--- src/rtl/cp_link_pkg.sv ---
// Shared definitions for the co-processor serial-result link.
// Latency: n/a (types and constants only).
// Backpressure: n/a.
package cp_link_pkg;

    localparam logic [1:0] CP_OP_NOP = 2'b00;
    localparam logic [1:0] CP_OP_A   = 2'b01;
    localparam logic [1:0] CP_OP_B   = 2'b10;
    localparam logic [1:0] CP_OP_C   = 2'b11;

    localparam int CP_FRAME_BITS = 8;

    localparam int CP_ERR_FRAME   = 0;
    localparam int CP_ERR_TIMEOUT = 1;

    typedef enum logic [2:0] {
        ST_IDLE,
        ST_ISSUE,
        ST_WAIT_START,
        ST_DATA,
        ST_STOP,
        ST_DONE
    } cp_state_t;

    typedef enum logic [1:0] {
        RX_IDLE,
        RX_HUNT,
        RX_DATA,
        RX_STOP
    } rx_phase_t;

    typedef struct packed {
        logic [1:0]               err;
        logic [CP_FRAME_BITS-1:0] dat;
    } rsp_t;

endpackage

--- src/rtl/cp_frame_rx.sv ---
// Deserializes one start/8-data/stop frame from cp_q, with start-bit timeout.
// Latency: done asserts combinationally in the stop-bit (or timeout) cycle.
// Backpressure: none; the host consumes done the cycle it is raised.
module cp_frame_rx
    import cp_link_pkg::*;
#(
    parameter int TIMEOUT = 64
) (
    input  logic clk,
    input  logic rst_n,
    input  logic start,
    input  logic cp_q,
    output logic sof_vld,
    output logic last_vld,
    output logic done_vld,
    output rsp_t done_dat
);

    localparam int CW = $clog2(TIMEOUT);
    localparam logic [CW-1:0] CNT_LAST = CW'(TIMEOUT - 1);
    localparam logic [2:0]    IDX_LAST = 3'(CP_FRAME_BITS - 1);

    rx_phase_t                phase_q, phase_d;
    logic [CW-1:0]            cnt_q, cnt_d;
    logic [2:0]               idx_q, idx_d;
    logic [CP_FRAME_BITS-1:0] shift_q, shift_d;

    always_comb begin
        phase_d  = phase_q;
        cnt_d    = cnt_q;
        idx_d    = idx_q;
        shift_d  = shift_q;
        sof_vld  = 1'b0;
        last_vld = 1'b0;
        done_vld = 1'b0;
        done_dat = '0;
        case (phase_q)
            RX_IDLE: begin
                if (start) begin
                    phase_d = RX_HUNT;
                    cnt_d   = '0;
                end
            end
            RX_HUNT: begin
                // A start bit in the final hunt cycle still wins over the timeout.
                if (!cp_q) begin
                    sof_vld = 1'b1;
                    phase_d = RX_DATA;
                    idx_d   = '0;
                end else if (cnt_q == CNT_LAST) begin
                    done_vld                    = 1'b1;
                    done_dat.err[CP_ERR_TIMEOUT] = 1'b1;
                    phase_d                     = RX_IDLE;
                end else begin
                    cnt_d = cnt_q + 1'b1;
                end
            end
            RX_DATA: begin
                shift_d[idx_q] = cp_q;
                idx_d          = idx_q + 3'd1;
                if (idx_q == IDX_LAST) begin
                    last_vld = 1'b1;
                    phase_d  = RX_STOP;
                end
            end
            RX_STOP: begin
                done_vld                   = 1'b1;
                done_dat.dat               = shift_q;
                done_dat.err[CP_ERR_FRAME] = ~cp_q;
                phase_d                    = RX_IDLE;
            end
            default: phase_d = RX_IDLE;
        endcase
    end

    always_ff @(posedge clk or negedge rst_n) begin
        if (!rst_n) begin
            phase_q <= RX_IDLE;
            cnt_q   <= '0;
            idx_q   <= '0;
            shift_q <= '0;
        end else begin
            phase_q <= phase_d;
            cnt_q   <= cnt_d;
            idx_q   <= idx_d;
            shift_q <= shift_d;
        end
    end

endmodule

--- src/rtl/cp_host.sv ---
// Host initiator: issues an opcode/operand to the co-processor and returns its serial result.
// Latency: response 12 cycles after accept for an immediate start bit, 1 for NOP, TIMEOUT+2 on timeout.
// Backpressure: single outstanding transaction; req_ready stays low until the response handshakes.
module cp_host
    import cp_link_pkg::*;
#(
    parameter int TIMEOUT = 64
) (
    input  logic       clk,
    input  logic       rst_n,
    input  logic       req_valid,
    output logic       req_ready,
    input  logic [1:0] req_op,
    input  logic [7:0] req_operand,
    output logic [7:0] cp_r0,
    output logic [1:0] cp_check,
    input  logic       cp_q,
    output logic       rsp_valid,
    input  logic       rsp_ready,
    output logic [7:0] rsp_data,
    output logic [1:0] rsp_err
);

    cp_state_t  state_q, state_d;
    logic [1:0] cp_check_q, cp_check_d;
    logic [7:0] cp_r0_q, cp_r0_d;
    logic       rsp_valid_q, rsp_valid_d;
    logic       req_ready_q, req_ready_d;
    rsp_t       rsp_q, rsp_d;

    logic rx_sof, rx_last, rx_done;
    rsp_t rx_rsp;

    cp_frame_rx #(
        .TIMEOUT (TIMEOUT)
    ) u_rx (
        .clk      (clk),
        .rst_n    (rst_n),
        .start    (state_q == ST_ISSUE),
        .cp_q     (cp_q),
        .sof_vld  (rx_sof),
        .last_vld (rx_last),
        .done_vld (rx_done),
        .done_dat (rx_rsp)
    );

    always_comb begin
        state_d    = state_q;
        cp_check_d = '0;
        cp_r0_d    = cp_r0_q;
        rsp_d      = rsp_q;
        case (state_q)
            ST_IDLE: begin
                if (req_valid) begin
                    // NOP never touches the co-processor bus.
                    if (req_op != CP_OP_NOP) begin
                        state_d    = ST_ISSUE;
                        cp_check_d = req_op;
                        cp_r0_d    = req_operand;
                    end else begin
                        state_d = ST_DONE;
                        rsp_d   = '0;
                    end
                end
            end
            ST_ISSUE: state_d = ST_WAIT_START;
            ST_WAIT_START: begin
                if (rx_sof) begin
                    state_d = ST_DATA;
                end else if (rx_done) begin
                    state_d = ST_DONE;
                    rsp_d   = rx_rsp;
                end
            end
            ST_DATA: begin
                if (rx_last) begin
                    state_d = ST_STOP;
                end
            end
            ST_STOP: begin
                if (rx_done) begin
                    state_d = ST_DONE;
                    rsp_d   = rx_rsp;
                end
            end
            ST_DONE: begin
                if (rsp_ready) begin
                    state_d = ST_IDLE;
                    cp_r0_d = '0;
                end
            end
            default: state_d = ST_IDLE;
        endcase
        rsp_valid_d = (state_d == ST_DONE);
        req_ready_d = (state_d == ST_IDLE);
    end

    always_ff @(posedge clk or negedge rst_n) begin
        if (!rst_n) begin
            state_q     <= ST_IDLE;
            cp_check_q  <= '0;
            cp_r0_q     <= '0;
            rsp_valid_q <= 1'b0;
            req_ready_q <= 1'b1;
            rsp_q       <= '0;
        end else begin
            state_q     <= state_d;
            cp_check_q  <= cp_check_d;
            cp_r0_q     <= cp_r0_d;
            rsp_valid_q <= rsp_valid_d;
            req_ready_q <= req_ready_d;
            rsp_q       <= rsp_d;
        end
    end

    assign req_ready = req_ready_q;
    assign cp_check  = cp_check_q;
    assign cp_r0     = cp_r0_q;
    assign rsp_valid = rsp_valid_q;
    assign rsp_data  = rsp_q.dat;
    assign rsp_err   = rsp_q.err;

endmodule

--- config.mk ---
export PLATFORM = sky130hd
export DESIGN_NAME = cp_host
export DESIGN_NICKNAME = d
export VERILOG_FILES = /design/src/rtl/cp_link_pkg.sv /design/src/rtl/cp_frame_rx.sv /design/src/rtl/cp_host.sv
export SDC_FILE = /design/constraint.sdc
export NUM_CORES = 1
export LEC_CHECK = 0
export ABC_CLOCK_PERIOD_IN_PS = 3000
export CAP_MARGIN = 20
export CELL_PAD_IN_SITES_DETAIL_PLACEMENT = 1
export CELL_PAD_IN_SITES_GLOBAL_PLACEMENT = 2
export CORE_MARGIN = 10
export CORE_UTILIZATION = 25
export CTS_BUF_LIST = sky130_fd_sc_hd__clkbuf_8
export CTS_CLUSTER_DIAMETER = 100
export DETAILED_ROUTE_END_ITERATION = 7
export GPL_ROUTABILITY_DRIVEN = 0
export MAX_ROUTING_LAYER = met4
export PLACE_DENSITY = 0.74
export SKIP_CTS_REPAIR_TIMING = 1
export SYNTH_ARGS = -nofsm -noshare
export SYNTH_HDL_FRONTEND = slang
export SYNTH_HIERARCHICAL = 1
export SYNTH_SLANG_ARGS = --single-unit
--- constraint.sdc ---
create_clock -name clk -period 3 [get_ports clk]
set_clock_uncertainty 0.15 [all_clocks]
set_input_delay 0.3 -clock clk [delete_from_list [all_inputs] [get_ports clk]]
set_output_delay 0.3 -clock clk [all_outputs]
set_load 0.02 [all_outputs]
Word level (Yosys, flattened, before mapping). Index checks and enable logic that the tools add are counted.

Register bits: 44. Latch bits: 0. Memory bits (writable): 0. ROM bits: 0. Output and inout port bits: 22. Logic and storage cells: 94. Memories: 0.

$add $sub $neg: 2. $mul: 0. Divide/modulo/power cells: 0. Order comparisons: 2. Equal/unequal tests: 22. Shift-type cells: 0. Mux-type cells: 42. Bitwise logic cells: 1. Reductions and logical operators: 14.

Operators by type and width (number): 2-to-1 mux 10 bit (4); one-hot mux 10 bit (3 select lines) (1); 2-to-1 mux 8 bit (3); 2-to-1 mux 3 bit (7); 2-to-1 mux 6 bit (3); one-hot mux 3 bit (6 select lines) (1); != test 2 bit (second input constant) (8); one-hot mux 8 bit (2 select lines) (1); 2-to-1 mux 2 bit (7); equality test 3 bit (second input constant) (4); one-hot mux 6 bit (2 select lines) (1); AND reduction 4 bit (3); 2-to-1 mux 9 bit (1); bitwise mux 8 bit (1); 2-to-1 mux 1 bit (8); one-hot mux 2 bit (4 select lines) (1); nonzero test 2 bit (4); adder 6 x 1 -> 6 bit (second input constant) (1); equality test 3 x 2 -> 1 bit (second input constant) (2); equality test 6 bit (second input constant) (1); logical NOT 3 bit (2); one-hot mux 3 bit (2 select lines) (1); equality test 2 bit (second input constant) (2); < comparator 3 x 4 -> 1 bit (second input constant) (1); other kinds (14) (15).

Longest topological paths before layout.
Depth after elaboration: 8. Gate-level depth with buffers: 9.

Modules after synthesis. The synthesis kept the hierarchy.

Modules (own cells, without submodules): cp_host (instances 1, cells an instance 106, area an instance 1144.8 µm², seq. area each 626.9 µm²); cp_frame_rx (instances 1, cells an instance 110, area an instance 1096.1 µm², seq. area each 475.5 µm²).

Least setup slack after synthesis. OpenSTA, ideal clock, no wires.

Path kind: flip-flop to flip-flop. Start point: register u_rx.cnt_q[0]. End point: register rsp_q, in the netlist rsp_data[0]. Library setup time: 79 ps. Data arrival time: 2089 ps. Required time: 2771 ps. Setup slack: 682 ps. Cell stages (with the launch flop): 10. Path through: dfrtp_1 > ha_1 > and3_1 > nand2_1 > o21ai_0 > nand2b_1 > a21bo_2 > a21oi_1 > buf_4 > mux2i_1.

Word-level cells in the longest chain between the ends: 7.

RTL lines: start, declared (RTL line cp_frame_rx.sv:24) `logic [CW-1:0] cnt_q, cnt_d;`; start signal, assigned (RTL line cp_frame_rx.sv:84) `cnt_q <= cnt_d;`; equality test 6 bit (*) (RTL line cp_frame_rx.sv:50) `end else if (cnt_q == CNT_LAST) begin`; 2-to-1 mux 1 bit (*) (RTL line cp_frame_rx.sv:50); 2-to-1 mux 1 bit (*) (RTL line cp_frame_rx.sv:46) `if (!cp_q) begin`; one-hot mux 1 bit (2 select lines) (*) (RTL line cp_frame_rx.sv:37) `case (phase_q)`; via rx_done (RTL line cp_host.sv:31) `logic rx_sof, rx_last, rx_done;`; 2-to-1 mux 10 bit (*); 2-to-1 mux 10 bit; one-hot mux 10 bit (3 select lines) (*); end signal, assigned (RTL line cp_host.sv:112) `rsp_q <= rsp_d;`; end, declared (RTL line cp_host.sv:29) `rsp_t rsp_q, rsp_d;`.

Mark *: on every way through the listed nets, which the timed path passes. The rest lies on a longest branch. The select of a mux whose other input is x is not followed. A chain may end at the register's enable or synchronous reset.

Worst setup path after layout.
Start point: register u_rx.cnt_q[0]. End point: register rsp_q, in the netlist rsp_data[4].

Same word-level chain as after synthesis.

==> metrics.txt <==
P per Cell Area=896 mW/mm2; layout cell share with drive strength beyond 1=0.0863; Core Footprint=0.00872 mm2; class of the worst hold path=input port to asynchronous set/reset pin; clk buf depth=2; synth top area cells=dfrtp_1, mux2i_1, mux2_1; drt total wl=~5.4 mm; CTS H-tree lvls=2; Worst Path Required=just over 3000 ps; commonest non-fill, non-tap cells in the layout=dfrtp_1, clkdlybuf4s50_1, inv_1, nand2_1, mux2i_1; DR vias/cell=4.73; Die Area=0.0132 mm2; crit-path cells=ha_1 -> and3_1 -> nand2_1 -> o21ai_0 -> nand2b_1 -> a21bo_2 -> a21oi_1 -> buf_4 -> mux2i_1; largest net degree at the start of global routing=45; initial antenna violation count=0; Synthesized Nets=between 200 and 250; Syn Std Cell Area=approximately 0.0022 mm2; ANT cells=0; Port-buffer cells=36; crit end category=flop; Worst-path clk slew=80 ps; Cells after Synth=~220; Avg Inst Size Synth=between 10 and 15 um2; die height=115 um; CTS tree=yes; Yosys warnings=6; Hold Fails Final Rpt=0; worst r2r dst=rsp_data[4]; global-route wire length before repair=9.14 mm; TritonCTS Buffers=5; top-area cell type share of the netlist area=0.480; Critical Path Source Type=flop; GRT overflow=0; fin util=0.326; DRT iter0 DRCs=55; crit path max fanout=10; RSZ-0062 raised after global routing=no; VDD IR max=0.245 mV; Tot GR Track Use=0.0860; CP max-delay cell=o21ai_0; post-synth top area cell=dfrtp_1; Crit Reg-Reg Startpoint=u_rx/cnt_q[0]; Seq cells post-synth=44; design area=about 0.0028 mm2; slowest cell delay on critical path=460 ps; Routed WL per cell=14.8 um; # setup viols final=0; final number of max-transition violations=0; minimum clock period=approximately 2700 ps; Slew @ Worst Pin=613 ps; remaining antenna violation count after routing=0; clk sinks=44; Worst Reg2Reg Path Length in Cells=9; Placed Area=between 0.002 and 0.003 mm2; Max-slew headroom=0.590; Crit path arrival time=between 2000 and 3000 ps; DPL Wire Length=3.87 mm; outcome=complete, no violations; Die X=115 um; Max Cap Viol=0; Max Fclk=375 MHz; post-synth cell types=48; # DRC=0; Tot Pwr=between 2 and 3 mW; post-synthesis sequential area ratio=0.492; Clock Latency Late Sink=290 ps; Tcrit/Tclk final=0.890; Initial Util=0.257; Leakage=1.18 nW; NumNets Final=~270; Setup TNS=0 ps; DR pass1 iterations=4; IO Count=37; standard-cell rows=34; total number of vias=~1700; vias in the first global route=between 1500 and 2000; clock root buffer=clkbuf_8; setup slack, reg-to-reg=330 ps; CP Class=flop to flop; P&R area growth vs syn=26.8%; commonest non-fill, non-tap cell in the layout=dfrtp_1
[where the power goes]
part	total [mW]	switching [mW]	internal, mW
Sequential	1.03	0.230	0.799
Combinational	1.07	0.567	0.503
Clock	0.446	0.202	0.244
[worst max-delay path by stage]
stage                              from           to  depth (start not counted)
after floorplan           u_rx/cnt_q[0]  rsp_data[0]                          9
after global placement    u_rx/cnt_q[0]  rsp_data[4]                          9
after detailed placement  u_rx/cnt_q[0]  rsp_data[4]                          9
after CTS                 u_rx/cnt_q[0]  rsp_data[4]                          9
after global routing      u_rx/cnt_q[0]  rsp_data[5]                          9
final                     u_rx/cnt_q[0]  rsp_data[4]                          9
[registers in the layout (all words and copies together) (netlist names), named ones only]
register      flops
rsp_data          8
u_rx/shift_q      8
u_rx/cnt_q        6
cp_r0             8
req_ready         1
u_rx/phase_q      1
state_q           3
u_rx/idx_q        3
rsp_valid         1
rsp_err           2
cp_check          2
[synthesized netlist by cell type, drive strengths merged]
master	count
a2111oi	2
a211oi	3
a21bo	1
a21o	2
a21oi	6
a22o	8
a22oi	1
a2bb2oi	1
a31oi	3
and2	1
and3	12
buf	6
clkbuf	5
dfrtp	43
dfstp	1
ha	3
inv	18
mux2	8
mux2i	14
nand2	18
nand2b	3
nand3	5
nand3b	4
nand4	1
nor2	10
nor2b	4
nor3	3
nor3b	6
nor4	1
nor4bb	2
o211ai	5
o21ai	7
o22ai	2
o31ai	2
or3	2
or3b	1
or4	1
xnor2	1
[critical path: cells and delay by family (launching register included)]
kind	cells	cell delay, ps
AOI/OAI and AO/OA	3	820
muxes	1	210
buffers and inverters	1	220
adders and majority gates	1	230
and+or+nand+nor	3	540
DFF	1	410
[through the flow]
step                      hold WS (ps)  worst slack (ps)  std cells
after floorplan                   -146               682        216
after global placement             310               463        353
after detailed placement           325               335        353
final                              254               330        363
after global routing               268               124        363
after CTS                         69.8               299        361
[layer usage]
metal	share of wire	global-route usage
met5	0	-
met3	0.029	0.0178
met2	0.49	0.138
met1	0.47	0.105
met4	0.0099	0.0301
[layout make-up]
type / count / area (um2)
Fill cell: 988 / 5880
Clock inverter: 3 / 38.8
Clock buffer: 5 / 68.8
Inverter: 18 / 67.6
Sequential cell: 44 / 1100
Tap cell: 108 / 135
Multi-Input combinational cell: 143 / 1010
Timing Repair Buffer: 42 / 415
[kinds of logic (layout without fill, tap and decap cells)]
kind of cell / Yosys count / after routing / share of synthesized area
mux: 22 / 22 / 0.104
simple gates: 74 / 74 / 0.188
xor+xnor: 1 / 1 / 0.00391
fa+ha+maj: 3 / 3 / 0.0168
flops: 44 / 44 / 0.492
buf+inv: 29 / 68 / 0.0558
compound gates: 43 / 43 / 0.140
Power figures use the tool's default switching activity.
